**config.mk**
```make
export PLATFORM = sky130hd
export DESIGN_NAME = shift_issue_stage
export DESIGN_NICKNAME = d
export VERILOG_FILES = /design/src/rtl/shift_issue_stage.sv
export SDC_FILE = /design/constraint.sdc
export NUM_CORES = 1
export LEC_CHECK = 0
export CORE_MARGIN = 10
export CORE_UTILIZATION = 41
export CTS_CLUSTER_DIAMETER = 150
export DETAILED_ROUTE_END_ITERATION = 8
export PLACE_DENSITY = 0.92
export SYNTH_ARGS = -nofsm -noshare
export SYNTH_HDL_FRONTEND = slang
export SYNTH_SLANG_ARGS = --single-unit
```
**constraint.sdc**
```tcl
create_clock -name clk -period 2.85 [get_ports clk]
set_input_delay 0.57 -clock clk [delete_from_list [all_inputs] [get_ports clk]]
set_output_delay 0.57 -clock clk [all_outputs]
set_load 0.02 [all_outputs]
```
**src/rtl/shift_issue_stage.sv**
```systemverilog
`default_nettype none
// ============================================================================
//  Module   : shift_issue_stage
//  Brief    : Decodes MIPS R-type shift functs into barrel-shifter operands,
//             holding them in issue slot S0 and capturing results in slot S1.
//  Revision : 1.0  initial release
// ============================================================================
module shift_issue_stage #(
    parameter int COUNT_W = 16
) (
    input  logic               clk,
    input  logic               rst,
    input  logic               in_valid,
    output logic               in_ready,
    input  logic [5:0]         funct,
    input  logic [4:0]         shamt,
    input  logic [31:0]        rs_val,
    input  logic [31:0]        rt_val,
    output logic [31:0]        sh_a,
    output logic [4:0]         sh_b,
    output logic [1:0]         sh_aluc,
    input  logic [31:0]        sh_c,
    output logic               out_valid,
    input  logic               out_ready,
    output logic [31:0]        out_result,
    output logic               out_illegal,
    output logic [COUNT_W-1:0] shift_count
);

    localparam logic [1:0] C_ALUC_SRA = 2'b00;
    localparam logic [1:0] C_ALUC_SRL = 2'b10;
    localparam logic [1:0] C_ALUC_SLL = 2'b01;

    logic               s0_valid_q, s0_valid_d;
    logic [31:0]        s0_a_q, s0_a_d;
    logic [4:0]         s0_b_q, s0_b_d;
    logic [1:0]         s0_aluc_q, s0_aluc_d;
    logic               s0_ill_q, s0_ill_d;
    logic               s1_valid_q, s1_valid_d;
    logic [31:0]        s1_result_q, s1_result_d;
    logic               s1_ill_q, s1_ill_d;
    logic [COUNT_W-1:0] shift_count_q, shift_count_d;

    logic [4:0] w_dec_b;
    logic [1:0] w_dec_aluc;
    logic       w_dec_ill;
    logic       w_s1_free;
    logic       w_s0_adv;
    logic       w_accept;
    logic       w_fire;

    always_comb begin
        w_dec_b    = shamt;
        w_dec_aluc = C_ALUC_SLL;
        w_dec_ill  = 1'b0;
        unique case (funct)
            6'b000000: begin w_dec_b = shamt;       w_dec_aluc = C_ALUC_SLL; end
            6'b000010: begin w_dec_b = shamt;       w_dec_aluc = C_ALUC_SRL; end
            6'b000011: begin w_dec_b = shamt;       w_dec_aluc = C_ALUC_SRA; end
            6'b000100: begin w_dec_b = rs_val[4:0]; w_dec_aluc = C_ALUC_SLL; end
            6'b000110: begin w_dec_b = rs_val[4:0]; w_dec_aluc = C_ALUC_SRL; end
            6'b000111: begin w_dec_b = rs_val[4:0]; w_dec_aluc = C_ALUC_SRA; end
            // Non-shift functs become a zero-distance left shift, passing rt through.
            default:   begin w_dec_b = 5'd0;        w_dec_aluc = C_ALUC_SLL; w_dec_ill = 1'b1; end
        endcase
    end

    always_comb begin
        w_s1_free = !s1_valid_q || out_ready;
        w_s0_adv  = s0_valid_q && w_s1_free;
        in_ready  = !rst && (!s0_valid_q || w_s0_adv);
        w_accept  = in_valid && in_ready;
        w_fire    = s1_valid_q && out_ready && !s1_ill_q;
    end

    always_comb begin
        s0_valid_d    = s0_valid_q;
        s0_a_d        = s0_a_q;
        s0_b_d        = s0_b_q;
        s0_aluc_d     = s0_aluc_q;
        s0_ill_d      = s0_ill_q;
        s1_valid_d    = s1_valid_q;
        s1_result_d   = s1_result_q;
        s1_ill_d      = s1_ill_q;
        shift_count_d = shift_count_q;

        if (w_accept) begin
            s0_valid_d = 1'b1;
            s0_a_d     = rt_val;
            s0_b_d     = w_dec_b;
            s0_aluc_d  = w_dec_aluc;
            s0_ill_d   = w_dec_ill;
        end else if (w_s0_adv) begin
            s0_valid_d = 1'b0;
        end

        if (w_s0_adv) begin
            s1_valid_d  = 1'b1;
            s1_result_d = sh_c;
            s1_ill_d    = s0_ill_q;
        end else if (s1_valid_q && out_ready) begin
            s1_valid_d = 1'b0;
        end

        if (w_fire && !(&shift_count_q)) begin
            shift_count_d = shift_count_q + COUNT_W'(1);
        end
    end

    always_ff @(posedge clk) begin
        if (rst) begin
            s0_valid_q    <= 1'b0;
            s0_a_q        <= '0;
            s0_b_q        <= '0;
            s0_aluc_q     <= '0;
            s0_ill_q      <= 1'b0;
            s1_valid_q    <= 1'b0;
            s1_result_q   <= '0;
            s1_ill_q      <= 1'b0;
            shift_count_q <= '0;
        end else begin
            s0_valid_q    <= s0_valid_d;
            s0_a_q        <= s0_a_d;
            s0_b_q        <= s0_b_d;
            s0_aluc_q     <= s0_aluc_d;
            s0_ill_q      <= s0_ill_d;
            s1_valid_q    <= s1_valid_d;
            s1_result_q   <= s1_result_d;
            s1_ill_q      <= s1_ill_d;
            shift_count_q <= shift_count_d;
        end
    end

    assign sh_a        = s0_a_q;
    assign sh_b        = s0_b_q;
    assign sh_aluc     = s0_aluc_q;
    assign out_valid   = s1_valid_q;
    assign out_result  = s1_result_q;
    assign out_illegal = s1_ill_q;
    assign shift_count = shift_count_q;

endmodule
`default_nettype wire

```
* Word level (Yosys, flattened, before mapping)
Cells that the tools add are included.
Widths: inputs -> output; s select.
** Storage, ports and cells
- Input port bits :: 111
- Memories :: 0
- Logic and storage cells :: 44
- Output and inout port bits :: 90
- Bits in latches :: 0
- Memory bits (writable) :: 0
- Memory bits (read-only) :: 0
- Flip-flop bits (word level) :: 91
** Operators by class
- Bitwise gates (word level) :: 0
- $lt $le $gt $ge :: 0
- Mux-type cells :: 7
- Multipliers :: 0
- Equality and inequality tests :: 5
- Reductions and logical operators :: 22
- Shift-type cells :: 0
- Add/sub/neg operators :: 1
- Div/mod/pow operators :: 0
** Operators by type and width (count)
- $eq 6x3->1 const B :: 3
- $add 16x1->16 const B :: 1
- $reduce_and 16->1 :: 1
- $eq 6x2->1 const B :: 2
- $pmux 5 s2 :: 1
- $logic_and 1x1->1 :: 6
- $logic_not 6->1 :: 1
- $reduce_or 3->1 :: 2
- $reduce_or 6->1 :: 1
- $logic_not 1->1 :: 5
- $mux 1 :: 5
- $pmux 2 s2 :: 1
- $reduce_bool 2->1 :: 2
- $reduce_or 2->1 :: 2
- $logic_or 1x1->1 :: 2

* Logic depth before layout (Yosys ltp)
Gate-level depths: netlist of run 1.
- Depth in word-level cells :: 7
- Gate-level depth with buffers :: 7
- Gate-level depth less buffers :: 5

* Worst setup path before layout of run 1
No wires, ideal clock.
- Path type :: input to output
- From :: input rst
- To :: output in_ready
- Required time :: 2.280 ns
- Arrival time :: 1.310 ns
- Slack :: 0.970 ns
- Cell stages on the path :: 3
- Cells stage by stage :: clkbuf_1 clkbuf_1 a21oi_1
** Between the ends
- Cells in the longest elaborated chain, start to end :: 2
** Ends and longest elaborated chain
- from (decl) :: line 12 : input logic rst,
- $logic_not 1->1 :: line 71 : in_ready = !rst && (!s0_valid_q || w_s0_adv);
- $logic_and 1x1->1 :: line 71
- to (decl) :: line 14 : output logic in_ready,
Every way passes these cells.

* Worst setup path in the final report of run 1
- From :: input out_ready
- To :: output in_ready
** Between the ends
- Cells in the longest elaborated chain, start to end :: 4
** Ends and longest elaborated chain
- from (decl) :: line 24 : input logic out_ready,
- $logic_or 1x1->1 :: line 69 : w_s1_free = !s1_valid_q || out_ready;
- $logic_and 1x1->1 :: line 70 : w_s0_adv = s0_valid_q && w_s1_free;
- $logic_or 1x1->1 :: line 71
- $logic_and 1x1->1 :: line 71
Every way passes these cells.

==> results.tsv, run 1 <==
stage	metric	value	unit
timing	maxSlewViolCount	0	
clock_network	cts_root_buf	clkbuf_8	
floorplan	die-width	112.1	um
placed_design	preCtsSetupSlack	0.3118	ns
synthesis	ys_ff_latch	91	
clock_network	cts_buffers	9	
floorplan	initial_core_util	42.29	%
grt	grt_max_degree	42	
detailed_routing	wl_per_cell	15.94	um
detailed_routing	vias	3564	
synthesis	synth_cell_types	36	
power_and_ir_drop	sw_frac_of_total	24.67	%
detailed_routing	ant_nets	0	
clock_network	cts_resized	0	
timing	hold_viol	0	
synthesis	async_reset_ff_share	0	%
cells_and_area	layout_common_cells	172 x clkdlybuf4s50_1, 138 x nand2_1, 91 x dfxtp_1	
cells_and_area	nets	702	
hold_path	hp-class	flop to flop	
floorplan	die_h	112.1	um
synthesis	syn_avg_cell_area	8.137	um^2
power_and_ir_drop	comb_power_share	16.4	%
power_and_ir_drop	power.density	502.9	nW/um^2
placed_design	port_buffers	173	
critical_path	crit_arrival	1.97	ns
placed_design	dp_hpwl	8763	um
cells_and_area	final_area	5492	um^2
clock_network	cts_tree	yes	
power_and_ir_drop	p_leak	2.008	nW
synthesis	syn_area	3475	um^2
critical_path	path_max_fanout	4	
clock_network	clockBufferDepth	2	
synthesis	synth-edff-count	0	
timing	tightest_slew	0.5996	ns
critical_path	critPathCaptureType	primary output	
clock_network	cts.htree.levels	3	
floorplan	io_pins	201	
critical_path	crit_required	2.28	ns
critical_path	startpoint_type	input pin	
timing	fin_ws	0.3135	ns
synthesis	synth_area_leader_cell	dfxtp_1	
timing	hold_slack	0.4549	ns
critical_path	criticalPathCategory	input pin to primary output	
synthesis	yosys_warnings	0	
detailed_routing	wl	11150	um
clock_network	postCtsSetupRepairBufs	0	
power_and_ir_drop	seq_power_share	49.4	%
power_and_ir_drop	p_switching	0.6814	mW
timing	finalCritPeriodShare	89.00	%
status	status	complete, no violations	
power_and_ir_drop	vdd_drop_max	330.7	uV
cells_and_area	diodes	0	
clock_network	ctsHoldBuffers	0	
synthesis	synth_top_area_share	52.43	%
clock_network	clock-sinks	91	
critical_path	reg2regPathDepth	5	
detailed_routing	routed_via_density	5.099	
detailed_routing	drt_first_pass_iters	4	
placed_design	placed_cell_area	5276	um^2
grt	antenna_found_initial	0	
grt	grt_pass1_vias	3573	
floorplan	num_rows	33	
power_and_ir_drop	p_clk_share	34.2	%
synthesis	synth-main-ff-cell	dfxtp_1	
synthesis	seq_area_frac_synth	52.43	%
floorplan	die_area	12560	um^2
cells_and_area	fill_cells	641	
synthesis	syn_nets	539	
grt	globalRoute.totalOverflow	0	
detailed_routing	drcViolationCount	0	
cells_and_area	final_common_cell	clkdlybuf4s50_1	
critical_path	r2r_setup_slack	0.80	ns
timing	setup_tns	0	ns
detailed_routing	drt_iter0_drc	144	
synthesis	synth_area_leaders	dfxtp_1 52%, nand2_1 15%, a21oi_1 6.8%, o21ai_0 5.2%, clkbuf_1 2.1%	
timing	rsz0062_at_grt	no	
run	cap_viol_max_count	0	
timing	finalSetupViolCount	0	
cells_and_area	layout-drive-gt1-share	5.724	%
floorplan	fp.coreArea	8217	um^2
hold_path	hold_depth	2	
placed_design	gp_congestion	0.7984	
grt	grt_pass1_wl	17970	um
cells_and_area	syn_to_final_growth	58.05	%
synthesis	synth_cells	427	
clock_network	clkSlewWorstSetupHoldPaths	0.08	ns
timing	relSlewSlack	59.76	%
timing	clock.fmax	394.2	MHz
clock_network	worstSkewPairLatency	0.35	ns
grt	grt_usage	17.27	%
timing	fin_skew	0.01446	ns
power_and_ir_drop	internal_power	2.080	mW
timing	period_needed	2.536	ns
==> worst paths after layout <==
path                                from                           to
min reg2reg  out_result[11]$_SDFFE_PP0P_  out_result[11]$_SDFFE_PP0P_
max                            out_ready                     in_ready
max reg2reg  shift_count[1]$_SDFFE_PP0P_  shift_count[0]$_SDFFE_PP0P_
min          out_result[11]$_SDFFE_PP0P_  out_result[11]$_SDFFE_PP0P_
==> per-layer routing <==
layer	up-vias	GRT usage [%]	part of all wire (%)
li1	1764	-	-
met1	1618	17.59	38
met2	164	29.06	47
met3	18	9.638	13
met4	0	6.599	2.0
met5	-	0	0
==> worst max-delay path, cell delays in order <==
cell	delay, ns
clkdlybuf4s50_1	0.44
nor2b_1	0.27
a21oi_1	0.12
clkdlybuf4s50_1	0.57
==> power by group through the flow <==
stage | Clock (mW) | Sequential (mW) | Combinational [mW]
finish | 0.945 | 1.36 | 0.453
global route | 1.02 | 1.37 | 0.490
CTS | 0.970 | 1.36 | 0.459
detailed placement | 0 | 1.39 | 0.457
global placement | 0 | 1.39 | 0.447
floorplan | 0 | 1.46 | 0.115
==> area by class of cell <==
cell class | instances | area [um^2] | area share, %
clock buffer | 10 | 137.6 | 2.506
clock inverter | 5 | 77.57 | 1.413
inverter | 3 | 11.26 | 0.2051
multi-input combinational | 303 | 1518 | 27.64
sequential | 91 | 1822 | 33.17
tap | 105 | 131.4 | 2.392
timing repair buffer | 182 | 1794 | 32.67
==> synth_stat cells, types with 2 or more instances <==
library cell / number
o21ai_0: 36
nand4_1: 6
buf_2: 6
dfxtp_1: 91
mux2i_1: 6
inv_1: 3
nand2_1: 138
nor3_2: 2
o31ai_1: 6
nor2b_1: 5
nor2_1: 9
buf_1: 3
and4_1: 2
nand4_2: 2
and3_1: 3
a21oi_1: 47
nor3_1: 2
clkbuf_1: 19
buf_4: 2
or3_1: 9
o21ai_1: 6
nand3_1: 10
==> flip-flops by register name (all words and copies together), names as in the netlist <==
register,cells
shift_count,16
out_illegal,1
s0_ill_q,1
out_valid,1
sh_a,32
out_result,32
sh_b,5
s0_valid_q,1
sh_aluc,2
==> metrics by stage <==
step / total power, mW / cells / utilization, %
final: 2.762 / 699 / 66.83
after global routing: 2.877 / 699 / 66.83
after CTS: 2.794 / 699 / 66.83
after detailed placement: 1.852 / 684 / 64.22
after global placement: 1.836 / 684 / 64.22
after floorplan: 1.577 / 427 / -
==> cells by family (layout without fill, tap and decap cells) <==
group,after synthesis,count (layout),synth area share [%]
and+or+nand+nor,194,194,25.28
AOI/OAI and AO/OA,99,99,15.30
DFF,91,91,52.43
buffers and inverters,33,200,3.997
muxes,8,8,2.377
adders and majority gates,1,1,0.3600
xor gates and xnor gates,1,1,0.2521
No activity file was read; power rests on OpenSTA's default activity.
==> run 2: changes to the inputs <==
Settings changed: HOLD_SLACK_MARGIN from default to 0.05.
==> results of run 2 <==
No change in the layout: final DEF, timing and power equal those of run 1.
==> run 3: changes to the inputs <==
--- a/config.mk
+++ b/config.mk
@@ -6,4 +6,5 @@
 export NUM_CORES = 1
 export LEC_CHECK = 0
+export CAP_MARGIN = 20
 export CORE_MARGIN = 10
 export CORE_UTILIZATION = 41
==> constraint.sdc (replaced) <==
create_clock -name clk -period 2.85 [get_ports clk]
set_input_delay 0.285 -clock clk [delete_from_list [all_inputs] [get_ports clk]]
set_output_delay 0.285 -clock clk [all_outputs]
set_load 0.02 [all_outputs]
==> results.tsv, run 3 (synthesized netlist as in run 1, its figures left out) <==
stage	metric	value	unit	change
detailed_routing	drt_first_pass_iters	4		unchanged
grt	grt_max_degree	42		unchanged
power_and_ir_drop	p_switching	0.6949	mW	+2.0%
critical_path	crit_arrival	2.32	ns	+0.35 ns
timing	rsz0062_at_grt	no		
power_and_ir_drop	internal_power	1.997	mW	-4.0%
timing	maxSlewViolCount	0		unchanged
timing	relSlewSlack	60.45	%	+0.70 points
power_and_ir_drop	comb_power_share	16.7	%	+0.3 points
timing	fin_skew	0.01384	ns	-0.0006248 ns
cells_and_area	syn_to_final_growth	57.04	%	
floorplan	io_pins	201		unchanged
power_and_ir_drop	vdd_drop_max	278.7	uV	-16%
timing	hold_slack	0.3635	ns	-0.09132 ns
clock_network	ctsHoldBuffers	0		unchanged
clock_network	cts_resized	0		unchanged
placed_design	dp_hpwl	8732	um	-0.36%
cells_and_area	regArea	1822	um^2	unchanged
cells_and_area	fin_cells	697		-0.29%
cells_and_area	layout_common_cells	172 x clkdlybuf4s50_1, 138 x nand2_1, 91 x dfxtp_1		
clock_network	clock-sinks	91		unchanged
placed_design	gp_congestion	0.7935		-0.61%
grt	grt_usage	17.15	%	-0.12 points
critical_path	criticalPathCategory	flop to flop		
floorplan	initial_core_util	42.29	%	unchanged
hold_path	hp-start	rst		
clock_network	worstSkewPairLatency	0.35	ns	about the same
hold_path	hp-class	input pin to flop		
detailed_routing	met2WireLength	5282	um	+1.8%
floorplan	die-width	112.1	um	unchanged
critical_path	r2r_start	shift_count[0]$_SDFFE_PP0P_		
detailed_routing	vias	3560		-0.11%
timing	finalSetupViolCount	0		unchanged
detailed_routing	wl_met1	4347	um	+1.8%
timing	period_needed	2.084	ns	-0.4523 ns
floorplan	fp.coreArea	8217	um^2	unchanged
detailed_routing	highest_layer	met4		
timing	hold_viol	0		unchanged
floorplan	die_h	112.1	um	unchanged
critical_path	path_max_fanout	13		+9
cells_and_area	diodes	0		unchanged
clock_network	clockBufferDepth	2		unchanged
timing	fin_ws	0.7658	ns	+0.4523 ns
placed_design	placed_cells	681		-0.44%
detailed_routing	ant_nets	0		unchanged
timing	setup_tns	0	ns	unchanged
detailed_routing	drt_iter0_drc	147		+2.1%
power_and_ir_drop	power.density	493.3	nW/um^2	-1.9%
grt	grt_pass1_vias	3630		+1.6%
grt	globalRoute.totalOverflow	0		unchanged
critical_path	startpoint_type	flop		
placed_design	placed_cell_area	5254	um^2	-0.43%
timing	finalCritPeriodShare	73.13	%	-16 points
power_and_ir_drop	p_leak	1.987	nW	-1.1%
detailed_routing	wl_per_cell	16.11	um	+1.0%
grt	antenna_found_initial	0		unchanged
status	status	complete, no violations		
cells_and_area	final_area	5456	um^2	-0.64%
placed_design	port_buffers	173		unchanged
cells_and_area	final_common_cell	clkdlybuf4s50_1		
floorplan	num_rows	33		unchanged
detailed_routing	wl_met3	1438	um	-1.4%
power_and_ir_drop	sw_frac_of_total	25.82	%	+1.1 points
power_and_ir_drop	p_clk_share	32.6	%	-1.6 points
cells_and_area	layout-drive-gt1-share	5.405	%	-0.32 points
critical_path	worstSetupStartpoint	shift_count[0]$_SDFFE_PP0P_		
cells_and_area	nets	699		-0.43%
detailed_routing	routed_via_density	5.108		+0.17%
grt	grt_pass1_wl	18020	um	+0.31%
floorplan	die_area	12560	um^2	unchanged
timing	clock.fmax	479.8	MHz	+22%
detailed_routing	wl	11230	um	+0.74%
clock_network	cts_root_buf	clkbuf_8		
timing	tightest_slew	0.5932	ns	-0.006408 ns
critical_path	crit_required	3.09	ns	+0.81 ns
detailed_routing	drcViolationCount	0		unchanged
cells_and_area	multi_input_area	1518	um^2	unchanged
clock_network	cts.htree.levels	3		unchanged
clock_network	postCtsSetupRepairBufs	0		unchanged
placed_design	preCtsSetupSlack	0.6403	ns	+0.3284 ns
clock_network	clkSlewWorstSetupHoldPaths	0.10	ns	+0.02 ns
clock_network	cts_tree	yes		
clock_network	cts_buffers	9		unchanged
cells_and_area	fill_cells	661		+3.1%
power_and_ir_drop	seq_power_share	50.7	%	+1.3 points
critical_path	critPathCaptureType	flop		
run	cap_viol_max_count	0		unchanged
-- run 3: area by class of cell --
class                      instances  area share [%]
sequential                        91           33.39
tap                              105           2.408
clock buffer                      10           2.522
clock inverter                     6           1.192
multi-input combinational        303           27.81
inverter                           3          0.2064
timing repair buffer             179           32.47
-- run 3: worst paths after layout --
| kind | to | cells after the start | slack, ns |
|---|---|---|---|
| max | shift_count[0]$_SDFFE_PP0P_ | 5 | 0.77 |
| max reg2reg | shift_count[0]$_SDFFE_PP0P_ | 5 | 0.77 |
| min reg2reg | out_result[12]$_SDFFE_PP0P_ | 2 | 0.46 |
| min | s0_valid_q$_SDFFE_PP0P_ | 2 | 0.36 |
-- run 3: power groups by stage --
stage / sequential [mW] / clock [mW] / combinational (mW)
3_5_place_dp: 1.40 / 0 / 0.453
6_report: 1.37 / 0.877 / 0.449
5_1_grt: 1.37 / 0.951 / 0.483
2_1_floorplan: 1.46 / 0 / 0.115
4_1_cts: 1.37 / 0.901 / 0.456
3_3_place_gp: 1.39 / 0 / 0.444
-- run 3: metal layers --
layer / up-vias / track usage [%]
li1: 1756 / -
met1: 1634 / 17.55
met2: 156 / 28.90
met3: 14 / 9.851
met4: 0 / 5.753
met5: - / 0
-- run 3: per-stage QoR --
step / total power [mW] / utilization, %
after floorplan: 1.577 / -
after global placement: 1.834 / 63.94
after detailed placement: 1.848 / 63.94
after CTS: 2.723 / 66.41
after global routing: 2.808 / 66.41
final: 2.692 / 66.41
-- run 3: critical path, cell delays in order (launching register included) --
cell and delay, ns:
dfxtp_1 0.41, ha_1 0.24, nand3_1 0.18, nor4b_4 0.62, nor2b_1 0.17, mux2_1 0.35
